<file path="src/rtl/lr_pkg.sv">
// Shared types and constants for the linear-regression SGD training slice.
// Gray-coded sequencer states plus datapath sizing used across the block.
package lr_pkg;

  localparam int DP_BITS      = 4;
  localparam int EPOCH_BITS   = 8;
  localparam int MAX_FEATURES = 6;
  localparam int LR_SHIFT     = 7;
  localparam int Q_WIDTH      = 16;

  // Adjacent states differ in one bit along the per-point loop
  typedef enum logic [2:0] {
    S_IDLE  = 3'b000,
    S_FETCH = 3'b001,
    S_WAIT  = 3'b011,
    S_FWD   = 3'b010,
    S_ERR   = 3'b110,
    S_UPD   = 3'b111,
    S_WRT   = 3'b101,
    S_DONE  = 3'b100
  } state_t;

endpackage

</file>
<file path="src/rtl/lr_loop_counter.sv">
// Data-point address down-counter with reload and epoch up-counter.
// Holds the run configuration latched on load.
module lr_loop_counter #(
  parameter int DP_BITS    = 4,
  parameter int EPOCH_BITS = 8
) (
  input  logic                  clk,
  input  logic                  rst_n,
  input  logic                  load,
  input  logic                  step,
  input  logic [DP_BITS-1:0]    n_in,
  input  logic [EPOCH_BITS-1:0] e_in,
  output logic [DP_BITS-1:0]    addr,
  output logic [EPOCH_BITS-1:0] epoch,
  output logic                  last_dp,
  output logic                  last_epoch
);

  logic [DP_BITS-1:0]    n_q, n_d;
  logic [EPOCH_BITS-1:0] e_q, e_d;
  logic [DP_BITS-1:0]    addr_q, addr_d;
  logic [EPOCH_BITS-1:0] epoch_q, epoch_d;

  always_comb begin
    n_d     = n_q;
    e_d     = e_q;
    addr_d  = addr_q;
    epoch_d = epoch_q;
    if (load) begin
      n_d     = n_in;
      e_d     = e_in;
      addr_d  = n_in - 1'b1;
      epoch_d = '0;
    end else if (step) begin
      if (addr_q != '0) begin
        addr_d = addr_q - 1'b1;
      end else begin
        addr_d  = n_q - 1'b1;
        epoch_d = epoch_q + 1'b1;
      end
    end
  end

  always_ff @(posedge clk or negedge rst_n) begin
    if (!rst_n) begin
      n_q     <= '0;
      e_q     <= '0;
      addr_q  <= '0;
      epoch_q <= '0;
    end else begin
      n_q     <= n_d;
      e_q     <= e_d;
      addr_q  <= addr_d;
      epoch_q <= epoch_d;
    end
  end

  assign addr       = addr_q;
  assign epoch      = epoch_q;
  assign last_dp    = (addr_q == '0);
  // E >= 1 whenever a run is active, so E-1 cannot underflow
  assign last_epoch = (epoch_q == (e_q - 1'b1));

endmodule

</file>
<file path="src/rtl/lr_train_ctrl.sv">
// Start/done sequencer for the SGD datapath: RAM reads, multiplier sharing
// between forward and update passes, and weight-write gating.
module lr_train_ctrl #(
  parameter int DP_BITS    = 4,
  parameter int EPOCH_BITS = 8,
  parameter int RAM_LAT    = 1
) (
  input  logic                  CLK,
  input  logic                  RST_N,
  input  logic                  start,
  input  logic                  halt,
  input  logic [DP_BITS-1:0]    num_dps,
  input  logic [EPOCH_BITS-1:0] num_epochs,
  output logic                  ram_en,
  output logic [DP_BITS-1:0]    ram_addr,
  output logic                  a_load,
  output logic                  b_sel,
  output logic                  b_load,
  output logic                  err_load,
  output logic                  wt_we,
  output logic                  busy,
  output logic                  done,
  output logic                  cfg_err,
  output logic [EPOCH_BITS-1:0] epoch
);

  import lr_pkg::*;

  state_t state_q, state_d;
  logic   cfg_err_q, cfg_err_d;
  logic   cnt_load, cnt_step;
  logic   last_dp, last_epoch;

  lr_loop_counter #(
    .DP_BITS    (DP_BITS),
    .EPOCH_BITS (EPOCH_BITS)
  ) u_cnt (
    .clk        (CLK),
    .rst_n      (RST_N),
    .load       (cnt_load),
    .step       (cnt_step),
    .n_in       (num_dps),
    .e_in       (num_epochs),
    .addr       (ram_addr),
    .epoch      (epoch),
    .last_dp    (last_dp),
    .last_epoch (last_epoch)
  );

  always_comb begin
    state_d   = state_q;
    cfg_err_d = 1'b0;
    cnt_load  = 1'b0;
    cnt_step  = 1'b0;
    unique case (state_q)
      S_IDLE: begin
        if (start) begin
          if (num_dps == '0 || num_epochs == '0) begin
            cfg_err_d = 1'b1;
          end else begin
            cnt_load = 1'b1;
            state_d  = S_FETCH;
          end
        end
      end
      S_FETCH: state_d = (RAM_LAT == 2) ? S_WAIT : S_FWD;
      S_WAIT:  state_d = S_FWD;
      S_FWD:   state_d = S_ERR;
      S_ERR:   state_d = S_UPD;
      S_UPD:   state_d = S_WRT;
      S_WRT: begin
        cnt_step = 1'b1;
        state_d  = (last_dp && last_epoch) ? S_DONE : S_FETCH;
      end
      S_DONE:  state_d = S_IDLE;
      default: state_d = S_IDLE;
    endcase
    // Abort freezes address/epoch where they stand
    if (halt && state_q != S_IDLE) begin
      state_d  = S_IDLE;
      cnt_step = 1'b0;
    end
  end

  always_ff @(posedge CLK or negedge RST_N) begin
    if (!RST_N) begin
      state_q   <= S_IDLE;
      cfg_err_q <= 1'b0;
    end else begin
      state_q   <= state_d;
      cfg_err_q <= cfg_err_d;
    end
  end

  always_comb begin
    ram_en   = 1'b0;
    a_load   = 1'b0;
    b_sel    = 1'b0;
    b_load   = 1'b0;
    err_load = 1'b0;
    wt_we    = 1'b0;
    done     = 1'b0;
    unique case (1'b1)
      (state_q == S_FETCH),
      (state_q == S_WAIT): ram_en = 1'b1;
      (state_q == S_FWD): begin
        a_load = 1'b1;
        b_load = 1'b1;
      end
      (state_q == S_ERR): begin
        err_load = 1'b1;
        b_sel    = 1'b1;
      end
      (state_q == S_UPD): begin
        b_load = 1'b1;
        b_sel  = 1'b1;
      end
      (state_q == S_WRT): begin
        b_sel = 1'b1;
        wt_we = !halt;
      end
      (state_q == S_DONE): done = 1'b1;
      default: ;
    endcase
  end

  assign busy    = (state_q != S_IDLE);
  assign cfg_err = cfg_err_q;

endmodule

</file>
<file path="config.mk">
export PLATFORM = sky130hd
export DESIGN_NAME = lr_train_ctrl
export DESIGN_NICKNAME = d
export VERILOG_FILES = /design/src/rtl/lr_pkg.sv /design/src/rtl/lr_loop_counter.sv /design/src/rtl/lr_train_ctrl.sv
export SDC_FILE = /design/constraint.sdc
export NUM_CORES = 1
export LEC_CHECK = 0
export ABC_AREA = 1
export CELL_PAD_IN_SITES_DETAIL_PLACEMENT = 1
export CELL_PAD_IN_SITES_GLOBAL_PLACEMENT = 1
export CORE_ASPECT_RATIO = 0.7
export CORE_MARGIN = 2
export CORE_UTILIZATION = 36
export CTS_CLUSTER_SIZE = 10
export DETAILED_ROUTE_END_ITERATION = 12
export PLACE_DENSITY_LB_ADDON = 0.3
export SYNTH_ARGS = -nofsm -noshare
export SYNTH_HDL_FRONTEND = slang
export SYNTH_HIERARCHICAL = 1
export SYNTH_SLANG_ARGS = --single-unit
</file>
<file path="constraint.sdc">
create_clock -name CLK -period 2.2 [get_ports CLK]
set_input_delay 0.44 -clock CLK [delete_from_list [all_inputs] [get_ports CLK]]
set_output_delay 0.44 -clock CLK [all_outputs]
set_load 0.02 [all_outputs]
</file>
==> out/results.txt <==
worst r2r src - state_q[0]$_DFFE_PN0P_
Yosys cell types - 31
Place WS - -0.2630 ns
FF-to-FF setup slack - 0.24 ns
hold path startpoint - u_cnt/n_q[1]$_DFFE_PN0P_
Peak Freq - 495.0 MHz
Hold Violations, Final - 0
most common cell after layout, fill and taps aside - nand2_1
cell count after synthesis - 239
run status - complete, no violations
setup TNS - 0 ns
clock sinks - 28
Crit. End Element - flop
Port Buffers - 36
clock root buffer - clkbuf_8
Max clock buf depth - 2
largest net degree at the start of global routing - 29
TritonCTS clock tree - built
Cell Pwr Density - 932.9 nW/µm²
vias in the first global route - 1796
Vias/cell - 4.784
Most used DFF post-synth - dfrtp_1
total gr overflow - 0
CP Max Fanout - 7
Rel. slew slack - 0.7500
post-CTS setup buffers - 0
Starting Density - 0.3717
Crit. Startpoint - num_epochs[3]
Clock transition at path regs - 0.10 ns
crit start category - input pin
DR iter-0 viols - 64
Yosys warning count - 6
Global Route Usage Sum - 0.1905
worst vdd ir - 0.4720 mV
Die W - 87.52 µm
Fill cells - 622
drt first pass iters - 4
Seq/Total Area, Yosys - 0.3986
height of the die - 62.47 µm
Worst setup endpoint - u_cnt/addr[2]$_DFFE_PN0P_
Seq. cell area - 700.7 µm²
ANT nets after route - 0
layout cells sized above 1 - 0.1767
Critical Path RT - 2.37 ns
Layout Skew - 0.003029 ns
WL per Instance - 13.80 µm
drt drc - 0
antenna violations before repair - 0
Slew Viols, Final - 0
mean cell area of the mapped netlist - 7.355 µm²
total of max-cap violations - 0
Total Wirelength - 4.925 mm
final worst slack - 0.1798 ns
CTS Hold Bufs - 0
Post-Syn Area - 1758 µm²
clock latency at the later pin of the worst-skew pair - 0.28 ns
fin crit period - 2.020 ns
I/O Pins - 37
total die area - 5467 µm²
number of synthesized flops with an enable pin - 0
Reg2Reg Depth - 11
final setup fails - 0
LEAKAGE - 1.292 nW
Num CTS Buffers - 3
nets@finish - 321
Synthesized Nets - 258
crit share post-route - 0.9183
area grow syn2layout - 38.65%
via count - 1708
ANT cells - 0
Yosys reg bits - 28
R2R Path End - u_cnt/addr[2]$_DFFE_PN0P_
detailed placement HPWL - 3.888 mm
Tot Pwr - 0.002274 W
RSZ-0062 raised after global routing - no
global-route wire length before repair - 8.321 mm
H-tree depth - 1
Data arrival, critical path - 2.19 ns
GPL Wtd Cong - 0.7838
Core Rows - 21
Worst Tran Pin Value - 0.3750 ns
floorplan core area - 4730 µm²
worst hold path type - flop to flop
Async S/R FF share, synth - 1.000
most frequent cells in the layout - 63 x nand2_1, 34 x inv_1, 30 x clkdlybuf4s50_1
critical path class - input pin to flop
multi-input logic area - 908.4 µm²
[layer usage]
layer  GRT usage  vias up  routed length [µm]
li1            -      868                   -
met5           0        -                   0
met4     0.02885        0                  34
met1      0.2764      816                2546
met2      0.3030       20                2227
met3     0.03303        4                 117
[how the worst min path moves through the flow]
stage | to | slack [ns] | cells past startpoint
finish | u_cnt/n_q[1]$_DFFE_PN0P_ | 0.52 | 2
global route | u_cnt/n_q[2]$_DFFE_PN0P_ | 0.56 | 2
CTS | u_cnt/n_q[1]$_DFFE_PN0P_ | 0.50 | 2
detailed placement | u_cnt/n_q[1]$_DFFE_PN0P_ | 0.47 | 2
global placement | u_cnt/n_q[1]$_DFFE_PN0P_ | 0.46 | 2
floorplan | cfg_err$_DFF_PN0_ | 0.14 | 0
[Yosys cell counts (3+ instances only)]
cell type | count | area [µm²]
ha_1 | 3 | 37.54
nand3_1 | 13 | 65.06
nand4_1 | 5 | 31.28
nand2_1 | 64 | 240.2
xnor2_1 | 5 | 43.79
o21ai_1 | 3 | 15.01
nor2_1 | 24 | 90.09
dfrtp_1 | 28 | 700.7
inv_2 | 3 | 11.26
xor2_1 | 8 | 70.07
o21ai_0 | 15 | 75.07
a21oi_1 | 6 | 30.03
nor3_1 | 4 | 20.02
inv_1 | 35 | 131.4
[final cells by class]
cell class | instances | share of cell area
sequential | 28 | 0.2875
timing repair buffer | 63 | 0.2341
clock buffer | 3 | 0.01694
multi-input combinational | 168 | 0.3727
inverter | 38 | 0.05955
tap | 57 | 0.02926
[sequential cells by signal, summed over array words and instances (netlist names)]
| signal | flops |
|---|---|
| u_cnt/n_q | 4 |
| u_cnt/e_q | 8 |
| u_cnt/addr | 4 |
| u_cnt/epoch | 8 |
| cfg_err | 1 |
| state_q | 3 |
[worst max-delay path, stage by stage]
cell and delay (ns):
clkdlybuf4s50_1 0.48, inv_1 0.05, nand2_1 0.07, nor2_1 0.04, nand2_1 0.10, nand3_2 0.09
inv_2 0.11, inv_4 0.06, or2_0 0.22, nand2_2 0.12, ha_1 0.20, xnor2_2 0.12
o21ai_1 0.07
[stage by stage]
step                cells  hold WS [ns]  instance area (µm²)    util
finish                357        0.5175                 2437  0.5153
global route          357        0.5602                 2437  0.5153
CTS                   357        0.5004                 2392  0.5058
detailed placement    354        0.4749                 2354  0.4976
global placement      354        0.4574                 2354  0.4976
floorplan             239        0.1444                 1758       -
[cells by family after synthesis]
family / synth area share
simple gates: 0.3345
buf+inv: 0.1032
flops: 0.3986
compound gates: 0.07758
xor+xnor: 0.06477
fa+ha+maj: 0.02135
[power breakdown]
part	total (W)	switching [W]	leakage, nW	internal [W]
clock	0.000289	0.000166	0.0216	0.000123
combinational	0.00119	0.000672	0.912	0.000522
sequential	0.000791	0.000142	0.358	0.000649
[timing repair]
item                                    4_1_cts  5_1_grt
resized for setup                             2       14
endpoints found under the setup margin        2        9
pin swaps                                     0        1
Power figures use the tool's default switching activity.
